File: config.mk
export PLATFORM = sky130hd
export DESIGN_NAME = stopwatch_ctrl
export DESIGN_NICKNAME = d
export VERILOG_FILES = /design/src/rtl/stopwatch_pkg.sv /design/src/rtl/btn_cond.sv /design/src/rtl/stopwatch_ctrl.sv
export SDC_FILE = /design/constraint.sdc
export NUM_CORES = 1
export LEC_CHECK = 0
export CORE_AREA = 2 2 102 104
export DETAILED_ROUTE_END_ITERATION = 10
export DIE_AREA = 0 0 104 106
export PLACE_DENSITY = 0.68
export SLEW_MARGIN = 0
export SYNTH_ARGS = -nofsm -noshare
export SYNTH_HDL_FRONTEND = slang
export SYNTH_SLANG_ARGS = --single-unit
File: constraint.sdc
create_clock -name clk -period 2.3 [get_ports clk]
set_clock_uncertainty 0.15 [all_clocks]
set_input_delay 0.23 -clock clk [delete_from_list [all_inputs] [get_ports clk]]
set_output_delay 0.23 -clock clk [all_outputs]
set_load 0.02 [all_outputs]
File: src/rtl/stopwatch_pkg.sv
// -----------------------------------------------------------------------------
// stopwatch_pkg
//
// Purpose : Shared definitions between the stopwatch control block and the BCD
//           counter it drives. The mode encoding is one-hot so the counter can
//           decode each mode from a single bit.
//
// Contents: state_t      - one-hot mode encoding (IDLE / CLEAR / RUNNING)
//           STATE_W      - width of the mode bus
//           BTN_*        - index of each push-button in the button vector
//           is_legal_state() - true for the three legal one-hot codes
// -----------------------------------------------------------------------------
package stopwatch_pkg;

    localparam int STATE_W = 3;

    typedef enum logic [STATE_W-1:0] {
        IDLE    = 3'b100,
        CLEAR   = 3'b010,
        RUNNING = 3'b001
    } state_t;

    // Button vector ordering used inside the control block.
    localparam int BTN_STARTSTOP = 0;
    localparam int BTN_CLEAR     = 1;
    localparam int BTN_LAP       = 2;
    localparam int NUM_BTN       = 3;

    function automatic logic is_legal_state(input logic [STATE_W-1:0] code);
        return (code == IDLE) || (code == CLEAR) || (code == RUNNING);
    endfunction

endpackage

File: src/rtl/btn_cond.sv
// -----------------------------------------------------------------------------
// btn_cond
//
// Purpose : Conditions one raw, asynchronous, active-high push-button into a
//           single-cycle press pulse: 2-flop synchronizer, then a debouncer
//           that only accepts a new level after DB_CYCLES consecutive cycles of
//           disagreement, then a rising-edge detector on the accepted level.
//
// Timing  : raw rise first sampled at edge k (and held) -> press is high in the
//           cycle after edge k+DB_CYCLES+2, so a consumer registering on press
//           acts at edge k+DB_CYCLES+3. Releases never produce a pulse.
//
// Ports   : clk   in  1  system clock, rising edge
//           nrst  in  1  asynchronous active-low reset
//           btn   in  1  raw button input
//           press out 1  one-cycle press pulse (registered)
// -----------------------------------------------------------------------------
module btn_cond #(
    parameter int DB_CYCLES = 200_000
) (
    input  logic clk,
    input  logic nrst,
    input  logic btn,
    output logic press
);

    // Counter holds 0..DB_CYCLES-1; a one-cycle debounce still needs one bit.
    localparam int CW = (DB_CYCLES > 1) ? $clog2(DB_CYCLES) : 1;
    localparam logic [CW-1:0] CNT_LAST = CW'(DB_CYCLES - 1);

    logic          sync_a;
    logic          sync_b;
    logic          level;
    logic          level_d;
    logic [CW-1:0] cnt;

    always_ff @(posedge clk or negedge nrst) begin
        if (!nrst) begin
            sync_a  <= 1'b0;
            sync_b  <= 1'b0;
            level   <= 1'b0;
            level_d <= 1'b0;
            cnt     <= '0;
            press   <= 1'b0;
        end else begin
            sync_a <= btn;
            sync_b <= sync_a;

            // Count consecutive disagreements; any agreement restarts at 0.
            if (sync_b != level) begin
                if (cnt == CNT_LAST) begin
                    level <= sync_b;
                    cnt   <= '0;
                end else begin
                    cnt <= cnt + CW'(1);
                end
            end else begin
                cnt <= '0;
            end

            // Registered edge detect: one pulse per accepted 0->1 change.
            level_d <= level;
            press   <= level & ~level_d;
        end
    end

endmodule

File: src/rtl/stopwatch_ctrl.sv
// -----------------------------------------------------------------------------
// stopwatch_ctrl
//
// Purpose : Control block of a stopwatch. Conditions three push-buttons, runs
//           the IDLE / CLEAR / RUNNING mode machine, divides the system clock
//           down to a one-second count strobe and manages the lap freeze flag.
//
// Ports   : clk            in  1  system clock, rising edge
//           nrst           in  1  asynchronous active-low reset
//           btn_startstop  in  1  raw start/stop button, active-high
//           btn_clear      in  1  raw clear button, active-high
//           btn_lap        in  1  raw lap button, active-high
//           state          out 3  one-hot mode to the BCD counter
//           sec_pulse      out 1  one-cycle count strobe
//           lap_hold       out 1  display freeze while counting continues
//           running        out 1  status LED, high exactly in RUNNING
//
// Handshake: there is no valid/ready pair here. sec_pulse is a strobe that the
//           BCD counter must consume in the single cycle it is high; state is
//           a level that is valid every cycle.
// -----------------------------------------------------------------------------
module stopwatch_ctrl
    import stopwatch_pkg::*;
#(
    parameter int DIV       = 10_000_000,
    parameter int DB_CYCLES = 200_000
) (
    input  logic               clk,
    input  logic               nrst,
    input  logic               btn_startstop,
    input  logic               btn_clear,
    input  logic               btn_lap,
    output logic [STATE_W-1:0] state,
    output logic               sec_pulse,
    output logic               lap_hold,
    output logic               running
);

    localparam int PW = $clog2(DIV);
    localparam logic [PW-1:0] PRESC_LAST = PW'(DIV - 1);

    logic [NUM_BTN-1:0] btn_raw;
    logic [NUM_BTN-1:0] press;

    state_t        st;
    logic [PW-1:0] presc;

    assign btn_raw[BTN_STARTSTOP] = btn_startstop;
    assign btn_raw[BTN_CLEAR]     = btn_clear;
    assign btn_raw[BTN_LAP]       = btn_lap;

    for (genvar i = 0; i < NUM_BTN; i++) begin : g_btn
        btn_cond #(
            .DB_CYCLES (DB_CYCLES)
        ) u_btn_cond (
            .clk   (clk),
            .nrst  (nrst),
            .btn   (btn_raw[i]),
            .press (press[i])
        );
    end

    // Mode machine, prescaler, strobe and lap flag share one register block so
    // every output is a flop and they all move on the same edge.
    always_ff @(posedge clk or negedge nrst) begin
        if (!nrst) begin
            st        <= IDLE;
            presc     <= '0;
            sec_pulse <= 1'b0;
            lap_hold  <= 1'b0;
            running   <= 1'b0;
        end else begin
            sec_pulse <= 1'b0;
            case (st)
                IDLE: begin
                    // Clear wins over start when both arrive together. The
                    // prescaler holds here so a paused fraction survives.
                    if (press[BTN_CLEAR]) begin
                        st       <= CLEAR;
                        running  <= 1'b0;
                        presc    <= '0;
                        lap_hold <= 1'b0;
                    end else if (press[BTN_STARTSTOP]) begin
                        st      <= RUNNING;
                        running <= 1'b1;
                    end
                end

                RUNNING: begin
                    // The wrap (and its strobe) is skipped when stopping on
                    // the same edge; the prescaler then stays at its last
                    // value and the second completes right after restart.
                    if (presc == PRESC_LAST) begin
                        if (!press[BTN_STARTSTOP]) begin
                            presc     <= '0;
                            sec_pulse <= 1'b1;
                        end
                    end else begin
                        presc <= presc + PW'(1);
                    end

                    if (press[BTN_LAP]) begin
                        lap_hold <= ~lap_hold;
                    end

                    // Clear presses are ignored while counting.
                    if (press[BTN_STARTSTOP]) begin
                        st      <= IDLE;
                        running <= 1'b0;
                    end
                end

                CLEAR: begin
                    // One cycle only; any press landing here is dropped.
                    st       <= IDLE;
                    running  <= 1'b0;
                    presc    <= '0;
                    lap_hold <= 1'b0;
                end

                default: begin
                    // Illegal code (e.g. upset): fall back to IDLE.
                    st      <= IDLE;
                    running <= 1'b0;
                end
            endcase
        end
    end

    assign state = st;

endmodule

# ---- After elaboration in Yosys (flattened, before gate mapping)
# Cells that the tools add are included.
dict set report op_classes {
  add_sub_neg 4
  n_eq_ne 15
  muxes 24
  bitwise_logic 7
  n_reduce_logical 7
}
# operator n
set op_table {}
lappend op_table {{2-to-1 mux 18 bit} 6}
lappend op_table {{2-to-1 mux 24 bit} 3}
lappend op_table {{case mux 24 bit (3 select lines)} 1}
lappend op_table {{adder 18 x 1 -> 18 bit (second input constant)} 3}
lappend op_table {{equality test 18 bit (second input constant)} 3}
lappend op_table {{adder 24 x 1 -> 24 bit (second input constant)} 1}
lappend op_table {{equality test 24 bit (second input constant)} 1}
lappend op_table {{2-to-1 mux 3 bit} 3}
lappend op_table {{2-to-1 mux 1 bit} 8}
lappend op_table {{AND reduction 2 bit} 4}
lappend op_table {{inequality test 2 x 1 -> 1 bit (second input constant)} 3}
lappend op_table {{case mux 3 bit (2 select lines)} 1}
lappend op_table {{AND reduction 3 bit} 2}
lappend op_table {{inverter 1 bit} 4}
lappend op_table {{AND 1 bit} 3}
lappend op_table {{equality test 3 x 1 -> 1 bit (second input constant)} 1}
lappend op_table {{equality test 3 x 2 -> 1 bit (second input constant)} 1}
lappend op_table {{equality test 3 bit (second input constant)} 1}
lappend op_table {{inequality test 1 bit} 3}
lappend op_table {{inequality test 3 x 1 -> 1 bit (second input constant)} 1}
lappend op_table {{inequality test 3 bit (second input constant)} 1}
lappend op_table {{case mux 1 bit (3 select lines)} 1}
lappend op_table {{nonzero test 3 bit} 1}
lappend op_table {{case mux 1 bit (2 select lines)} 1}
dict set report totals {
  reg_bits 99
  input_bits 5
  output_inout_bits 6
  word_cells 80
}

# ---- Longest topological paths before layout
dict set report depth {
  ltp_word 3
  ltp_mapped 9
  ltp_nobuf 6
}

# ---- Cells and area by module
# A second synthesis with hierarchy kept.
dict set report hier_totals {
  hier_cells 499
  hier_area_um2 4982.3
}
# mod n_inst cells_each area_each_um2 seq_area_each_um2
set by_module_without_submodules {}
lappend by_module_without_submodules {btn_cond 3 104 1093.5 575.6}
lappend by_module_without_submodules {stopwatch_ctrl 1 187 1701.6 726.9}

# ---- Worst setup path after synthesis
# Ideal clock, no wire load.
dict set report synth_path {
  path_kind {reg-to-reg}
  from {register presc[0]}
  to {register presc[20]}
  setup_time_ns 0.118
  t_arrival_ns 1.943
  path_slack_ns 0.089
  stages_incl_launch_ff 9
  n_path_buf 2
  synth_period_minus_slack_ns 2.211
  cell_sequence {dfrtp_1 -> ha_1 -> nand3_2 -> or2_1 -> clkbuf_1 -> o31a_1 -> buf_6 -> a211o_1 -> a21o_1}
}
dict set report synth_via {
  elab_chain_cells 3
  elab_cells_between_ends 6
  cone_classes {add/sub: 1; eq/ne: 2; mux: 2; reduce/logical: 1}
}
# element line
set synth_rtl {}
lappend synth_rtl {{start: declaration} stopwatch_ctrl.sv:46} ;# logic [PW-1:0] presc;
lappend synth_rtl {{start signal: assignment} stopwatch_ctrl.sv:99} ;# presc <= presc + PW'(1);
lappend synth_rtl {{adder 24 x 1 -> 24 bit or equality test 24 bit (tied branches)} {stopwatch_ctrl.sv:99, stopwatch_ctrl.sv:93}}
lappend synth_rtl {{2-to-1 mux 24 bit or inequality test 3 bit (tied branches)} -}
lappend synth_rtl {{case mux 24 bit (3 select lines) or AND reduction 3 bit (tied branches)} -}
# Parallel ways exist; a longest one is shown, timed or not.
# A chain may end at the register's enable or synchronous reset.

# ---- Worst setup path after layout
dict set report layout_path {
  from {register presc[8]}
  to {register presc[13]}
}
# The elaborated chain is that of the path after synthesis.

==> metrics.txt <==
CTS clk-pin slew, worst paths=approximately 100 ps; Seq/Total Area, Yosys=approximately half; post-route minimum period=2180 ps; clk_lat worst skew=between 300 and 400 ps; number of synthesized register bits=98; ANT cells=0; synthesized cell area=slightly below 5000 sq um; total of max-cap violations=0; share of cells above drive strength 1=12.9%; Pwr Total=2.85 mW; TritonRoute pass-1 iters=5; Cell Chain, Critical Path=nor4b_2 -> nand4_2 -> buf_4 -> o31ai_2 -> buf_4 -> nor4_1 -> a211o_1; Post-synth EDFFs=0; final setup violation count=0; Leak=roughly 2.5 nW; critical path class=reg -> reg; Mapped Avg Cell Area=roughly 10 sq um; Overall Global Routing Usage=18.1%; post-synthesis cell type with the largest combined area=dfrtp_1; r2r worst-path depth=7; Initial Utilization=between 40% and 50%; CTS Buffer Depth=2; Initial DRC Count=152; post-synthesis cell count=482; Die Y=approximately 110 um; Mapped Nets=491; Slew headroom=70.6%; die outline width=104 um; top_reg_cell synth=dfrtp_1; Syn-to-layout area delta=13.8%; critical path startpoint category=flop; Place WS=~17 ps; PD cells=slightly above 500 nW/um^2; yosys warns=0; Util after Layout=between 50% and 60%; share of the synthesized area in the top cell type=roughly 50%; post-DP HPWL=~6400 um; Nets=532; CTS sink count=between 90 and 100; Detail Route Antenna Nets=0; critical-path maximum fanout=11; Worst VDD drop=approximately 0.43 mV; PnR worst setup slack=122 ps; most numerous cell in the Yosys netlist=dfrtp_1; total CTS buffers=9; dpl cells=647; DR vias/cell=5.45; Hold Fails Final Rpt=0; vias in the first global route=around 3.6k; via count=approximately 3.6k; Crit-path slowest cell=dfrtp_1; critical path endpoint category=flop; Worst path most repeated cell=buf_4; IO buf count=10; Max Freq=~460 MHz; Crit path required time=approximately 2400 ps; Max Slew Vio Count=0; num rows=37; Hold Crit Class=in -> async; largest net degree at the start of global routing=58; core area=between 9000 and 10000 sq um; TritonCTS clock tree=yes; DRC=0; Final GP Congestion=roughly 0.8; Post-CTS Setup Bufs=0; Routed wire per std cell=about 14 um; synth unique cells=50; first-pass GRT wire length=between 15000 and 20000 um; Worst EP arrival=roughly 2300 ps; commonest cells in the netlist=97 x dfrtp_1, 74 x nor2_1, 31 x nand2_1, 26 x xor2_1; Non-Filler Instances=about 660; H-tree levels=3; setup TNS=0 ps; GR Overflow Total=0; CP max stage delay=400 ps; fin crit share=between 90% and 100%; Synth area leaders=dfrtp_1 50%, nor2_1 5.8%, xor2_1 4.7%; RSZ-0062 raised after global routing=false; status=complete, no violations; Die Area=between 10000 and 15000 sq um; # IOs=11; initial antenna violation count=0; Worst Tran Pin Value=approximately 440 ps; Clk Tree Root Cell=clkbuf_8; routed wire length=~9200 um; ys async rst share=100%
[where the power goes]
group | switching [mW] | internal (mW) | leakage, nW
clock network | 0.609 | 0.393 | 0.0792
logic | 0.0600 | 0.0295 | 1.09
registers | 0.0148 | 1.74 | 1.34
[cell usage in the layout, fill, tap and decap left out, types with 4 or more instances in the layout]
cell type	instances
a211o_1	14
a21oi_1	4
a221o_1	5
and3_1	25
and4_1	11
buf_4	34
clkbuf_8	9
clkdlybuf4s50_1	9
dfrtp_1	97
ha_1	4
inv_1	11
nand2_1	31
nand2b_1	8
nand3_1	25
nand4_1	17
nor2_1	74
nor2b_1	8
nor3_1	24
nor4_1	7
o21ai_0	7
xnor2_1	24
xor2_1	26
[worst paths after layout]
check | startpoint | end | slack, ps
worst max-delay path | presc[8] | presc[13] | 120
worst min-delay path | nrst | g_btn[2].u_btn_cond.cnt[16] | 110
worst max register to register | presc[8] | presc[13] | 120
worst min register to register | g_btn[1].u_btn_cond.sync_a | g_btn[1].u_btn_cond.sync_b | 210
max in group asynchronous | nrst | presc[12] | 1260
min in group clk | btn_lap | g_btn[2].u_btn_cond.sync_a | 130
[registers in the layout, indices dropped and copies added, names as in the netlist, 3 cells and up]
| signal | cells |
|---|---|
| presc | 24 |
| g_btn.u_btn_cond.sync_b | 3 |
| g_btn.u_btn_cond.sync_a | 3 |
| g_btn.u_btn_cond.level | 3 |
| g_btn.u_btn_cond.cnt | 54 |
| state | 3 |
| g_btn.u_btn_cond.level_d | 3 |
| g_btn.u_btn_cond.press | 3 |
[final cells by class]
| type | instances | area (sq um) |
|---|---|---|
| fill | 883 | 4510 |
| sequential | 98 | 2450 |
| multi-input combinational | 356 | 2240 |
| timing repair buffer | 47 | 415 |
| tap | 136 | 170 |
| clock buffer | 10 | 128 |
| inverter | 11 | 41.3 |
| clock inverter | 5 | 37.5 |
[kinds of logic after synthesis]
family / synth area share (%)
multiplexers: 0.908
adder cells (fa/ha/maj): 1.04
XOR/XNOR: 9.08
buffers and inverters: 3.11
flip-flops: 50.9
AND/OR/NAND/NOR: 28.0
AO/OA/AOI/OAI: 6.95
[worst max-delay path, delay by kind of cell, from the launching register on]
| kind | cells | cell delay, ps |
|---|---|---|
| AOI/OAI and AO/OA | 2 | 540 |
| buffers and inverters | 2 | 410 |
| DFF | 1 | 400 |
| and+or+nand+nor | 3 | 570 |
[routing by layer]
layer / part of all wire, % / track usage (%)
met4: 1.0 / 4.83
met2: 49 / 30.0
met5: 0 / 0
met1: 47 / 24.0
met3: 2.9 / 4.17
[through the flow]
stage | hold slack (ps) | area, sq um
after detailed placement | -27.8 | 5300
after global placement | -25.7 | 5300
after floorplan | -216 | 4820
after global routing | 119 | 5490
final | 106 | 5490
after CTS | 110 | 5470
[timing repair]
item,4_1_cts,5_1_grt
endpoints found under the hold margin,98,0
hold buffers,1,0
resized for setup,0,4
endpoints found under the setup margin,0,28
Note: power is estimated with default switching activity, not from simulation.
